$ cat config.mk
export PLATFORM = sky130hd
export DESIGN_NAME = key_conditioner
export DESIGN_NICKNAME = d
export VERILOG_FILES = /design/src/rtl/key_conditioner.sv
export SDC_FILE = /design/constraint.sdc
export NUM_CORES = 1
export LEC_CHECK = 0
export ABC_AREA = 1
export CAP_MARGIN = 25
export CORE_MARGIN = 1
export CORE_UTILIZATION = 60
export DETAILED_ROUTE_END_ITERATION = 7
export PLACE_DENSITY = 0.86
export SYNTH_ARGS = -nofsm -noshare
export SYNTH_HDL_FRONTEND = slang
export SYNTH_SLANG_ARGS = --single-unit
$ cat constraint.sdc
create_clock -name clk -period 4.7 [get_ports clk]
set_input_delay 0.94 -clock clk [delete_from_list [all_inputs] [get_ports clk]]
set_output_delay 0.94 -clock clk [all_outputs]
set_load 0.02 [all_outputs]
$ cat src/rtl/key_conditioner.sv
// Push-button front end: per-key 2-FF sync, debounce, and press-edge detection.
// Drives the operating-mode register and auto-repeating plus/sub request pulses.
module key_conditioner #(
  parameter int unsigned DB_CYCLES        = 240_000,
  parameter int unsigned REPEAT_DELAY_CYC = 6_000_000,
  parameter int unsigned REPEAT_RATE_CYC  = 1_200_000,
  parameter bit          ACTIVE_LOW       = 1'b1,
  parameter int unsigned CNT_W            = 23
) (
  input  logic       clk,
  input  logic       rst_n,
  input  logic       key_mode_raw,
  input  logic       key_plus_raw,
  input  logic       key_sub_raw,
  output logic [1:0] mode,
  output logic       mode_pulse,
  output logic       plus_pulse,
  output logic       sub_pulse,
  output logic [2:0] pressed
);

  localparam int unsigned K_SUB  = 0;
  localparam int unsigned K_PLUS = 1;
  localparam int unsigned K_MODE = 2;

  localparam logic [2:0]       RAW_RELEASED = ACTIVE_LOW ? 3'b111 : 3'b000;
  localparam logic [CNT_W-1:0] DB_LAST      = CNT_W'(DB_CYCLES - 1);
  localparam logic [CNT_W-1:0] DELAY_LAST   = CNT_W'(REPEAT_DELAY_CYC - 1);
  localparam logic [CNT_W-1:0] RATE_LAST    = CNT_W'(REPEAT_RATE_CYC - 1);
  localparam logic [CNT_W-1:0] CNT_MAX      = '1;

  typedef enum logic [1:0] {
    REP_IDLE,
    REP_HOLD,
    REP_REPEAT
  } rep_state_t;

  logic [2:0]       raw_keys;
  logic [2:0]       sync1;
  logic [2:0]       sync2;
  logic [2:0]       key_lvl;
  logic [2:0]       db_lvl;
  logic [2:0]       db_lvl_d;
  logic [CNT_W-1:0] db_cnt [3];
  logic [1:0]       warm;
  logic [2:0]       armed;
  logic [2:0]       press_edge;
  logic             conflict;

  rep_state_t       rep_state     [2];
  rep_state_t       rep_state_nxt [2];
  logic [CNT_W-1:0] rep_tmr       [2];
  logic [CNT_W-1:0] rep_tmr_nxt   [2];
  logic [1:0]       rep_pulse_nxt;

  assign raw_keys = {key_mode_raw, key_plus_raw, key_sub_raw};

  always_ff @(posedge clk or negedge rst_n) begin
    if (!rst_n) begin
      sync1 <= RAW_RELEASED;
      sync2 <= RAW_RELEASED;
    end else begin
      sync1 <= raw_keys;
      sync2 <= sync1;
    end
  end

  assign key_lvl = ACTIVE_LOW ? ~sync2 : sync2;

  always_ff @(posedge clk or negedge rst_n) begin
    if (!rst_n) begin
      db_lvl   <= '0;
      db_lvl_d <= '0;
      for (int unsigned k = 0; k < 3; k++) begin
        db_cnt[k] <= '0;
      end
    end else begin
      db_lvl_d <= db_lvl;
      for (int unsigned k = 0; k < 3; k++) begin
        if (key_lvl[k] == db_lvl[k]) begin
          db_cnt[k] <= '0;
        end else if (db_cnt[k] == DB_LAST) begin
          db_lvl[k] <= key_lvl[k];
          db_cnt[k] <= '0;
        end else if (db_cnt[k] != CNT_MAX) begin
          db_cnt[k] <= db_cnt[k] + CNT_W'(1);
        end
      end
    end
  end

  // A key arms only once the synchroniser holds real samples and shows it
  // released, so a key held through reset cannot fire until re-pressed.
  always_ff @(posedge clk or negedge rst_n) begin
    if (!rst_n) begin
      warm  <= '0;
      armed <= '0;
    end else begin
      warm <= {warm[0], 1'b1};
      for (int unsigned k = 0; k < 3; k++) begin
        if (warm[1] && !key_lvl[k] && !db_lvl[k]) begin
          armed[k] <= 1'b1;
        end
      end
    end
  end

  assign press_edge = db_lvl & ~db_lvl_d & armed;
  assign conflict   = db_lvl[K_PLUS] & db_lvl[K_SUB];
  assign pressed    = db_lvl;

  always_ff @(posedge clk or negedge rst_n) begin
    if (!rst_n) begin
      mode       <= 2'b00;
      mode_pulse <= 1'b0;
    end else begin
      mode_pulse <= press_edge[K_MODE];
      if (press_edge[K_MODE]) begin
        mode <= mode + 2'd1;
      end
    end
  end

  // Index 0 is sub, index 1 is plus, matching the db_lvl bit positions.
  always_comb begin
    rep_pulse_nxt = '0;
    for (int unsigned j = 0; j < 2; j++) begin
      rep_state_nxt[j] = rep_state[j];
      rep_tmr_nxt[j]   = rep_tmr[j];
    end
    for (int unsigned j = 0; j < 2; j++) begin
      if (conflict) begin
        rep_state_nxt[j] = REP_IDLE;
        rep_tmr_nxt[j]   = '0;
      end else begin
        case (rep_state[j])
          REP_IDLE: begin
            if (press_edge[j]) begin
              rep_pulse_nxt[j] = 1'b1;
              rep_tmr_nxt[j]   = '0;
              rep_state_nxt[j] = REP_HOLD;
            end
          end
          REP_HOLD: begin
            if (!db_lvl[j]) begin
              rep_state_nxt[j] = REP_IDLE;
              rep_tmr_nxt[j]   = '0;
            end else if (rep_tmr[j] == DELAY_LAST) begin
              rep_pulse_nxt[j] = 1'b1;
              rep_tmr_nxt[j]   = '0;
              rep_state_nxt[j] = REP_REPEAT;
            end else if (rep_tmr[j] != CNT_MAX) begin
              rep_tmr_nxt[j] = rep_tmr[j] + CNT_W'(1);
            end
          end
          REP_REPEAT: begin
            if (!db_lvl[j]) begin
              rep_state_nxt[j] = REP_IDLE;
              rep_tmr_nxt[j]   = '0;
            end else if (rep_tmr[j] == RATE_LAST) begin
              rep_pulse_nxt[j] = 1'b1;
              rep_tmr_nxt[j]   = '0;
            end else if (rep_tmr[j] != CNT_MAX) begin
              rep_tmr_nxt[j] = rep_tmr[j] + CNT_W'(1);
            end
          end
          default: begin
            rep_state_nxt[j] = REP_IDLE;
            rep_tmr_nxt[j]   = '0;
          end
        endcase
      end
    end
  end

  always_ff @(posedge clk or negedge rst_n) begin
    if (!rst_n) begin
      for (int unsigned j = 0; j < 2; j++) begin
        rep_state[j] <= REP_IDLE;
        rep_tmr[j]   <= '0;
      end
      plus_pulse <= 1'b0;
      sub_pulse  <= 1'b0;
    end else begin
      for (int unsigned j = 0; j < 2; j++) begin
        rep_state[j] <= rep_state_nxt[j];
        rep_tmr[j]   <= rep_tmr_nxt[j];
      end
      plus_pulse <= rep_pulse_nxt[K_PLUS];
      sub_pulse  <= rep_pulse_nxt[K_SUB];
    end
  end

endmodule

==> Word-level counts from Yosys, hierarchy flattened <==
Cells that the tools add are included.
W data, S select, Z words.
{ "op_classes": {"n_addsub": 6, "n_eq_ne": 25, "muxes": 51, "bitwise": 8, "reduce_logical": 22} }
{ "op_table": {"columns": ["operator", "count"], "rows": [
  ["$mux W23", 23],
  ["$pmux W23 S3", 2],
  ["$add A23 B1 Y23 const B", 5],
  ["$ne A23 B23 Y1 const B", 5],
  ["$eq A23 B18 Y1 const B", 3],
  ["$eq A23 B21 Y1 const B", 2],
  ["$eq A23 B23 Y1 const B", 2],
  ["$mux W2", 10],
  ["$mux W1", 12],
  ["$ne A3 B3 Y1 const B", 4],
  ["$pmux W2 S3", 2],
  ["$reduce_bool A3 Y1", 3],
  ["$ne A4 B4 Y1 const B", 2],
  ["$and A3 B3 Y3", 2],
  ["$logic_and A1 B1 Y1", 6],
  ["$logic_not A1 Y1", 6],
  ["$not A3 Y3", 2],
  ["$pmux W1 S3", 2],
  ["$reduce_and A2 Y1", 3],
  ["$reduce_and A3 Y1", 2],
  ["$eq A2 B1 Y1 const B", 2],
  ["$eq A2 B2 Y1 const B", 2],
  ["$logic_not A2 Y1", 2],
  ["$eq A1 B1 Y1", 3],
  ["other kinds (3)", 5]
]} }
{ "word_totals": {"register_bits": 141, "input_bits": 5, "word_cells": 133} }

==> Logic depth before layout (Yosys ltp) <==
{ "depth": {"word_depth": 6, "mapped_depth": 13} }

==> Least setup slack after synthesis <==
Ideal clock, no wire load.
{ "synth_timing": {"kind": "register to register", "startpoint": "reg db_cnt[23] (netlist bit)", "endpoint": "reg db_cnt[40] (netlist bit)", "setup_ns": 0.118, "arrival_ns": 1.596, "path_slack_ns": 2.986, "stages_incl_launch_ff": 10, "period_less_slack_ns": 1.714, "cell_sequence": "dfrtp_1 ha_1 nand3_1 nor3_1 nand4_1 nand2_2 nor2_2 inv_2 buf_6 nand2_1"} }
{ "synth_between": {"elab_chain_cells": 4, "word_cells_on_any_way": 7, "cone_classes": "1 x add/sub; 2 x eq/ne; 3 x mux; 1 x reduce/logical"} }
{ "synth_lines": {"columns": ["item", "line", "text"], "rows": [
  ["start: declaration", "44", "logic [CNT_W-1:0] db_cnt [3];"],
  ["start signal: indexed assignment", "86", "db_cnt[k] <= db_cnt[k] + CNT_W'(1);"],
  ["$add A23 B1 Y23", "86", null],
  ["$mux W23", "85", "end else if (db_cnt[k] != CNT_MAX) begin"],
  ["$mux W23", "82", "end else if (db_cnt[k] == DB_LAST) begin"],
  ["$mux W23", "80", "if (key_lvl[k] == db_lvl[k]) begin"]
]} }
Parallel ways exist; a longest one is shown, timed or not. The select of a mux whose other input is x is not followed.
A chain may end at the register's enable or synchronous reset.

==> Worst setup path after layout <==
{ "layout_timing": {"startpoint": "reg db_lvl[0] (netlist: pressed[0])", "endpoint": "out pressed[0]"} }
{ "layout_lines": {"columns": ["item", "line", "text"], "rows": [
  ["start: declaration", "42", "logic [2:0] db_lvl;"],
  ["start signal: indexed assignment", "83", "db_lvl[k] <= key_lvl[k];"],
  ["end: declaration", "19", "output logic [2:0] pressed"]
]} }
No word-level cell between the ends.

==> results.sh <==
export IMPL_drc=0
export IMPL_maxCapViolCount=0
export IMPL_crit_slowest_cell="clkdlybuf4s50_1"
export IMPL_grt_setup_unrepaired="no"
export IMPL_fin_crit_ns=2.649
export IMPL_area_growth_syn_to_layout_pct=10.09
export IMPL_ys_warn_count=0
export IMPL_avgViaCountPerCell=5.799
export IMPL_seq_area_frac_synth_pct=39.00
export IMPL_p_total_mw=2.710
export IMPL_status="completed"
export IMPL_relSlewSlack_pct=45.56
export IMPL_post_place_ws_ns=2.497
export IMPL_clockBufferDepth=2
export IMPL_worst_path_buf_inv=1
export IMPL_cts_made_buffers=17
export IMPL_htree_levels=4
export IMPL_io_buffer_count=12
export IMPL_synth_distinct_cells=47
export IMPL_skew_ns=0.007738
export IMPL_finalSetupViolCount=0
export IMPL_cp_data_required_time_ns=3.76
export IMPL_min_period_over_period_pct=56.37
export IMPL_fin_ws_ns=2.051
export IMPL_finalNetCount=1309
export IMPL_die_w_um=124.9
export IMPL_cts_sinks=141
export IMPL_drive_gt1_share_pct=10.35
export IMPL_antenna_found_initial=0
export IMPL_grt_pass1_wl_mm=37.67
export IMPL_crit_arrival_ns=1.71
export IMPL_crit_fanout=9
export IMPL_synthArstFlopShare_pct=100.0
export IMPL_gp_congestion=1.045
export IMPL_slew_viol_final=0
export IMPL_cpPeakStageDelay_ns=0.71
export IMPL_cp_start_kind="flip-flop"
export IMPL_fp_coreArea_um2=14640
export IMPL_first_pass_iters=6
export IMPL_path_delay_family="buffers and inverters"
export IMPL_setup_tns_final_ns=0
export IMPL_vdd_drop_max_uv=250.8
export IMPL_globalRoute_totalOverflow=0
export IMPL_die_h_um=124.9
export IMPL_synth_area_um2=9066
export IMPL_synth_ff_type="dfrtp_1"
export IMPL_syn_inst=1267
export IMPL_clk_pin_slew_ns=0.06
export IMPL_cts_tree="yes"
export IMPL_placed_area_um2=9369
export IMPL_hpwl_mm=16.30
export IMPL_vias=8629
export IMPL_cts_resized=0
export IMPL_endpoint_kind="output pin"
export IMPL_yosys_register_bits=141
export IMPL_grt_usage_pct=29.97
export IMPL_synth_nets=1285
export IMPL_routedWlPerCell_um=14.88
export IMPL_grt_pass1_vias=7993
export IMPL_tightest_slew_ns=0.8158
export IMPL_whs_ns=0.3571
export IMPL_ant_nets=0
export IMPL_die_area_um2=15610
export IMPL_cp_cell_sequence="clkdlybuf4s50_1"
export IMPL_postCtsSetupRepairBufs=0
export IMPL_power_density_nw_per_um2=271.5
export IMPL_avgSynthCellArea_um2=7.156
export IMPL_io_pins=13
export IMPL_rows=44
export IMPL_p_leak_nw=4.637
export IMPL_fmax_mhz=377.4
export IMPL_root_buffer="clkbuf_16"
export IMPL_hp_class="flip-flop to flip-flop"
export IMPL_start_util_pct=61.91
export IMPL_holdBufCountCts=0
export IMPL_grt_max_degree=71
export IMPL_diodes=0
export IMPL_crit_type="flip-flop to output pin"
export IMPL_finalInstanceArea_um2=9981
export IMPL_routed_wl_mm=22.13
export IMPL_clk_insertion_delay_late_ns=0.43
export IMPL_drt_iter0_markers=1081
export IMPL_synth_edf_count=0
export IMPL_hold_viol_final=0
## through the flow
step | utilization, % | std cells
after floorplan | - | 1267
after global placement | 63.98 | 1456
after detailed placement | 63.98 | 1456
after CTS | 68.16 | 1488
after global routing | 68.16 | 1488
final | 68.16 | 1488
## cell usage after synthesis (2+ instances only)
cell      count  area, um^2
a211oi_1      2       15.01
a21o_1        4       30.03
a21oi_1      17       85.08
a31oi_1       6       37.54
and3_1        2       12.51
buf_2         3       15.01
buf_4         2       15.01
buf_6         4       45.04
clkbuf_1      3       11.26
dfrtp_1     135        3378
dfstp_2       6       157.7
ha_1         13       162.7
inv_1       163       611.8
inv_2         8       30.03
inv_4         2       12.51
nand2_1     324        1216
nand2_2      26       162.7
nand2_4       4       45.04
nand3_1     123       615.6
nand3_2       9       90.09
nand3b_1      6       45.04
nand4_1      76       475.5
nor2_1      134       503.0
nor2_2       11       68.82
nor2_4        9       101.4
nor3_1       47       235.2
nor3_2        8       80.08
nor3_4        2       32.53
nor4_1       13       81.33
o211a_1       3       30.03
o21ai_0      55       275.3
o21ai_1       4       20.02
o22ai_1       3       18.77
or2_2         8       50.05
xnor2_1       3       26.28
xor2_1       18       157.7
## cells in the final DEF (no fill, tap or decap), drive strengths merged, types with 6 or more instances in the layout
cell type      netlist  routed
clkbuf               3      18
nand3b               6       6
or2                  8       8
a31oi                6       6
nor2               155     155
dfrtp              135     135
nand4               77      77
inv                173     179
ha                  13      13
nand2              354     354
xor2                18      18
clkdlybuf4s50        0      11
o21ai               59      59
nand3              133     133
dfstp                6       6
nor3                57      57
nor4                13      13
a21oi               17      17
buf                  9       6
## final cells by class
| type | count | area (um^2) |
|---|---|---|
| clock buffer | 18 | 429.2 |
| clock inverter | 14 | 182.7 |
| fill | 1243 | 4663 |
| inverter | 173 | 654.4 |
| multi-input combinational | 941 | 4790 |
| sequential | 141 | 3536 |
| tap | 184 | 230.2 |
| timing repair buffer | 17 | 158.9 |
## cell families (layout without fill, tap and decap cells)
logic type               after synthesis  after routing  share of synthesized area, %
AO/OA/AOI/OAI                         99             99                         6.086
XOR/XNOR                              22             22                         2.208
adder cells (fa/ha/maj)               13             13                         1.794
buffers and inverters                185            222                         8.170
flip-flops                           141            141                         39.00
other                                  1              1                       0.04136
AND/OR/NAND/NOR                      806            806                         42.70
## flip-flops by register name (all words and copies together), names as in the netlist
| signal | cells |
|---|---|
| plus_pulse | 1 |
| sub_pulse | 1 |
| mode_pulse | 1 |
| sync1 | 3 |
| armed | 3 |
| db_lvl_d | 3 |
| pressed | 3 |
| db_cnt | 69 |
| sync2 | 3 |
| rep_tmr | 46 |
| rep_state | 4 |
| mode | 2 |
| warm | 2 |
## final timing paths
kind                            slack [ns]       start            to  depth (start not counted)
max in group asynchronous             3.27       rst_n      sync1[0]                          2
worst min-delay path                  0.36    sync1[2]      sync2[2]                          0
worst max register to register        2.47  pressed[0]  rep_state[1]                          7
min in group asynchronous             0.50       rst_n    rep_tmr[0]                          1
worst min register to register        0.36    sync1[2]      sync2[2]                          0
worst max-delay path                  2.05  pressed[0]    pressed[0]                          1
## routing by layer
metal  routed length, um  vias up  global-route usage [%]  share of wire [%]
li1                    -     4231                       -                  -
met1               10170     3992                   41.79                 46
met4                 370        0                   10.04                1.7
met5                   0        -                       0                  0
met2               10010      371                   47.36                 45
met3                1583       35                   5.498                7.2
## report_power, final
part	switching, mW	leakage [nW]	internal, mW
Clock	0.564	0.294	0.847
Sequential	0.0115	1.92	1.23
Combinational	0.0472	2.42	0.0152
Total	0.623	4.64	2.09
Note: power is estimated with default switching activity, not from simulation.
